<file path="src/rtl/serial_pkg.sv">
// Shared definitions for the parallel-in/serial-out datapath:
// FSM encodings and default geometry.
package serial_pkg;

  typedef enum logic {
    ST_IDLE  = 1'b0,
    ST_SHIFT = 1'b1
  } state_t;

  localparam int WIDTH_DEF = 8;
  localparam int CNT_W_DEF = 3;

endpackage

</file>
<file path="src/rtl/bit_counter.sv">
// Down-counter that tracks the remaining bits of the word being serialized.
// Load wins over decrement; the counter saturates at zero.
module bit_counter #(
  parameter int CNT_W = 3
) (
  input  logic             clk,
  input  logic             rst_n,
  input  logic             load,
  input  logic [CNT_W-1:0] load_val,
  input  logic             dec,
  output logic             zero
);

  logic [CNT_W-1:0] count;

  always_ff @(posedge clk or negedge rst_n) begin
    if (!rst_n) begin
      count <= '0;
    end else if (load) begin
      count <= load_val;
    end else if (dec && (count != '0)) begin
      count <= count - 1'b1;
    end
  end

  assign zero = (count == '0);

endmodule

</file>
<file path="src/rtl/piso_serializer.sv">
// Parallel-in/serial-out serializer with selectable bit order, downstream
// back-pressure and zero-gap back-to-back word acceptance.
//
//   state    | meaning
//   ---------+---------------------------------------------------
//   ST_IDLE  | no word held; ready for a new word
//   ST_SHIFT | word held; presenting one bit per shift_en
module piso_serializer
  import serial_pkg::*;
#(
  parameter int WIDTH = WIDTH_DEF,
  parameter int CNT_W = CNT_W_DEF
) (
  input  logic             clk,
  input  logic             rst_n,
  input  logic [WIDTH-1:0] in_data,
  input  logic             in_valid,
  output logic             in_ready,
  input  logic             msb_first,
  input  logic             shift_en,
  output logic             ser_out,
  output logic             ser_valid,
  output logic             frame_last,
  output logic             busy
);

  state_t           state;
  state_t           state_nx;
  logic [WIDTH-1:0] sreg;
  logic             msb_lat;
  logic             zero;
  logic             accept;
  logic             advance;

  // Every output is a decode of registered state plus shift_en, so in_data
  // never reaches an output combinationally.
  assign busy       = (state == ST_SHIFT);
  assign ser_valid  = busy;
  assign ser_out    = busy & (msb_lat ? sreg[WIDTH-1] : sreg[0]);
  assign frame_last = ser_valid & zero;
  assign in_ready   = ~busy | (zero & shift_en);
  assign accept     = in_valid & in_ready;
  assign advance    = ser_valid & shift_en;

  always_ff @(posedge clk or negedge rst_n) begin
    if (!rst_n) begin
      state <= ST_IDLE;
    end else begin
      state <= state_nx;
    end
  end

  always_comb begin
    state_nx = state;
    case (state)
      ST_IDLE: begin
        if (accept) state_nx = ST_SHIFT;
      end
      ST_SHIFT: begin
        if (advance && zero) state_nx = accept ? ST_SHIFT : ST_IDLE;
      end
      default: state_nx = ST_IDLE;
    endcase
  end

  always_ff @(posedge clk or negedge rst_n) begin
    if (!rst_n) begin
      sreg    <= '0;
      msb_lat <= 1'b0;
    end else if (accept) begin
      sreg    <= in_data;
      msb_lat <= msb_first;
    end else if (advance) begin
      sreg <= msb_lat ? {sreg[WIDTH-2:0], 1'b0} : {1'b0, sreg[WIDTH-1:1]};
    end
  end

  bit_counter #(
    .CNT_W(CNT_W)
  ) u_bit_counter (
    .clk     (clk),
    .rst_n   (rst_n),
    .load    (accept),
    .load_val(CNT_W'(WIDTH - 1)),
    .dec     (advance),
    .zero    (zero)
  );

endmodule

</file>
<file path="config.mk">
export PLATFORM = sky130hd
export DESIGN_NAME = piso_serializer
export DESIGN_NICKNAME = d
export VERILOG_FILES = /design/src/rtl/serial_pkg.sv /design/src/rtl/bit_counter.sv /design/src/rtl/piso_serializer.sv
export SDC_FILE = /design/constraint.sdc
export NUM_CORES = 1
export LEC_CHECK = 0
export CORE_MARGIN = 4
export CORE_UTILIZATION = 45
export CTS_CLUSTER_SIZE = 16
export DETAILED_ROUTE_END_ITERATION = 10
export PLACE_DENSITY = 0.71
export SLEW_MARGIN = 15
export SYNTH_ARGS = -nofsm -noshare
export SYNTH_HDL_FRONTEND = slang
export SYNTH_SLANG_ARGS = --single-unit
</file>
<file path="constraint.sdc">
create_clock -name clk -period 2.7 [get_ports clk]
set_input_delay 0.27 -clock clk [delete_from_list [all_inputs] [get_ports clk]]
set_output_delay 0.27 -clock clk [all_outputs]
set_load 0.005 [all_outputs]
</file>
* Word level (Yosys, flattened, before mapping)
Index checks and enable logic that the tools add are counted.
Operators by class: add/sub/neg operators 1, multiplexer cells 9, bitwise logic cells 7, reduce and logical (&&, ||, !) cells 6
Operators by type and width (number):
- 8-bit 2-to-1 mux | 3
- 3-bit 2-to-1 mux | 2
- 1-bit AND | 5
- 2-bit nonzero test | 2
- 3-bit zero test | 1
- 1-bit 2-to-1 mux | 3
- 3-bit nonzero test | 1
- 3-bit by 1-bit subtractor with 3-bit output (second input constant) | 1
- 1-bit logical AND | 2
- 1-bit one-hot mux with 2 select lines | 1
- 1-bit inverter | 1
- 1-bit OR | 1
Word-level totals: register bits 13, output and inout bits 5, word-level logic and storage cells 27

* Longest topological paths before layout
depth in word-level cells 7, depth in mapped cells 6

* Modules after synthesis
Synthesis repeated with hierarchy kept, for this count alone.
Second synthesis, totals: cells, all modules 76, area, all modules 815.8 µm²
By module, submodules not included:
- piso_serializer | times used 1, cells each 57, area each 625.6 µm², sequential area each 250.2 µm²
- bit_counter | times used 1, cells each 19, area each 190.2 µm², sequential area each 75.1 µm²

* Worst setup path before layout
No wires, ideal clock.
path type flip-flop to flip-flop, start point register u_bit_counter.count[0], end point register msb_lat, setup time 0.125 ns, arrival time 1.336 ns, setup slack 1.239 ns, cell stages (with the launch flop) 7, path buffers 1, path through dfrtp_1 > inv_1 > ha_1 > nand3b_1 > a21bo_1 > buf_6 > mux2_4
Between the ends: word-level cells in the longest chain between the ends 4
Ends and longest elaborated chain:
- start, declared | line bit_counter.sv:14 | logic [CNT_W-1:0] count;
- start signal, assigned | line bit_counter.sv:20 | count <= load_val;
- start signal, assigned | line bit_counter.sv:22 | count <= count - 1'b1;
- 3-bit zero test | line bit_counter.sv:26 | assign zero = (count == '0);
- 1-bit AND | line piso_serializer.sv:41 | assign in_ready = ~busy | (zero & shift_en);
- 1-bit OR | line piso_serializer.sv:41
- 1-bit AND | line piso_serializer.sv:42 | assign accept = in_valid & in_ready;
- end signal, assigned | line piso_serializer.sv:72 | msb_lat <= msb_first;
- end, declared | line piso_serializer.sv:30 | logic msb_lat;
No other way between the ends. A chain may end at the register's enable or synchronous reset.

* Final worst setup path
start point input port shift_en, end point output port in_ready
Between the ends: word-level cells in the longest chain between the ends 2
Ends and longest elaborated chain:
- start, declared | line piso_serializer.sv:20 | input logic shift_en,
- 1-bit AND | line piso_serializer.sv:41
- 1-bit OR | line piso_serializer.sv:41
- end, declared | line piso_serializer.sv:18 | output logic in_ready,
No other way between the ends.

==> impl_metrics.tcl <==
set metrics [dict create \
    outcome "complete, no violations" \
    rows 14 \
    max-vdd-ir-drop_v 0.000457 \
    worstSetupPathType "input pin to output port" \
    hold_path_class "input pin to async pin" \
    rsz0062_at_grt "false" \
    syn_to_final_growth_pct 23.7 \
    postSynthNetCount 89 \
    globalplace.congestion 0.765 \
    cts_hold_buffers 0 \
    ys_types 26 \
    dp_hpwl_um 1070 \
    reg2reg_to "sreg[4]" \
    clk_pin_slew_worst_paths_ns 0.08 \
    arrival_ns 1.77 \
    die_h_um 50.1 \
    first_pass_iters 3 \
    slew_headroom 0.596 \
    slew_viol_final 0 \
    cts_buffers 3 \
    finalHoldViolCount 0 \
    finalCritPeriodShare 0.756 \
    topRoutingLayerUsed "met4" \
    routedWlPerCell_um 12.9 \
    worst_ep_required_time_ns 2.43 \
    grt_pass1_wl_um 2470 \
    maxCapViolCount 0 \
    cp-end-kind "output port" \
    numPortBuffers 17 \
    clock-sinks 13 \
    die_w_um 50.1 \
    worstMarginPinSlew_ns 0.604 \
    ctsResizeCount 0 \
    ys_warn_count 0 \
    skew_ns 0.00660 \
    met2_length_um 602 \
    syn_area_per_cell_sq_um 10.8 \
    insertion_delay_ns 0.27 \
    wl_met1_um 748 \
    dieArea_sq_mm 0.00251 \
    drc 0 \
    power.total_mw 0.968 \
    synthArstFlopShare 1.00 \
    drive_gt1_frac 0.146 \
    reg2reg_setup_slack_ns 0.98 \
    synth_edf_count 0 \
    cts_buffer_depth 2 \
    fmax_mhz 490 \
    power_leakage_nw 0.451 \
    grt_usage 0.133 \
    antenna_cells 0 \
    reg2reg_depth 5 \
    htreeDepth 1 \
    core-area_sq_mm 0.00159 \
    r2r-start "u_bit_counter.count[0]" \
    cp_max_fo 12 \
    cellPowerDensity_mw_per_mm2 983 \
    vias_per_cell 5.26 \
    drt-total-wl_um 1460 \
    root_buffer "clkbuf_4" \
    fin_crit_ns 2.04 \
    grt_pass1_vias 558 \
    syn_area_sq_um 796 \
    synth_ff_type "dfrtp_1" \
    ios 18 \
    drtIter0Drc 6 \
    final_net_count 105 \
    dr_total_vias 594 \
    grt_max_degree 18 \
    final_common_cell "clkdlybuf4s50_1" \
    grt_overflow_total 0 \
    setup_violations 0 \
    cp-start-kind "input pin" \
    postRouteAntennaNets 0 \
    setup_tns_ns 0 \
    yosysSeqAreaShare 0.409 \
    cts_tree "built" \
    final_cell_mix "clkdlybuf4s50_1, a21oi_1, dfrtp_1" \
    wl_met3_um 80 \
    postCtsSetupRepairBufs 0 \
    start_util 0.499 \
    synth_seq_cells 13 \
    synthCells 74 \
    antenna_found_initial 0 \
]
-- power by group --
| part | total, mW | internal [mW] | leakage (nW) | switching [mW] |
|---|---|---|---|---|
| logic | 0.458 | 0.296 | 0.289 | 0.162 |
| clock network | 0.118 | 0.0572 | 0.0150 | 0.0606 |
| registers | 0.393 | 0.287 | 0.147 | 0.106 |
-- worst max-delay path: stages --
cell and delay (ns):
clkdlybuf4s50_1 0.69, nand3b_1 0.15, nand2_1 0.13, clkdlybuf4s50_1 0.52
-- metal layers --
metal  vias to the layer above  GRT usage
met3                         4     0.0422
li1                        294          -
met5                         -          0
met2                        13      0.180
met4                         0     0.0829
met1                       283      0.178
-- state kept, by name, summed over array words and instances, names as in the netlist --
register             flops
sreg                     8
u_bit_counter.count      3
msb_lat                  1
busy                     1
-- stage by stage --
stage	hold WS, ns	instances	utilization	worst slack [ns]	instance area, sq um
after floorplan	-0.0256	74	-	1.24	796
after global placement	0.532	109	0.601	0.676	958
after detailed placement	0.531	109	0.601	0.631	958
after CTS	0.384	113	0.618	0.658	985
after global routing	0.406	113	0.618	0.536	985
final	0.371	113	0.618	0.659	985
-- Yosys cell counts, types with 2 or more instances --
cell type   n  area share
inv_1       4       0.019
and2_1      2       0.016
nand2_1     2      0.0094
ha_1        2       0.031
mux2i_1     8        0.10
buf_2       3       0.019
o21ai_0     3       0.019
a21oi_1    13       0.082
nand3_1     2       0.013
mux2_4      7        0.13
dfrtp_1    13        0.41
-- area by class of cell --
| type | instances | area, sq um |
|---|---|---|
| Clock buffer | 4 | 26.3 |
| Fill cell | 129 | 609 |
| Inverter | 4 | 15.0 |
| Multi-Input combinational cell | 51 | 418 |
| Sequential cell | 13 | 325 |
| Tap cell | 24 | 30.0 |
| Timing Repair Buffer | 17 | 170 |
-- cells by family (layout without fill, tap and decap cells) --
group           Yosys count  after routing  synth area share
compound gates           19             19             0.138
fa+ha+maj                 2              2            0.0314
buf+inv                  10             25            0.0660
flops                    13             13             0.409
mux                      16             16             0.247
simple gates             14             14             0.109
-- worst max-delay path by stage --
stage,end,from,slack (ns),depth (start not counted)
2_1_floorplan,msb_lat,u_bit_counter.count[0],1.24,6
3_3_place_gp,sreg[4],shift_en,0.68,4
3_5_place_dp,sreg[4],shift_en,0.63,4
4_1_cts,in_ready,shift_en,0.66,4
5_1_grt,in_ready,shift_en,0.54,4
6_report,in_ready,shift_en,0.66,4
Note: power is estimated with default switching activity, not from simulation.
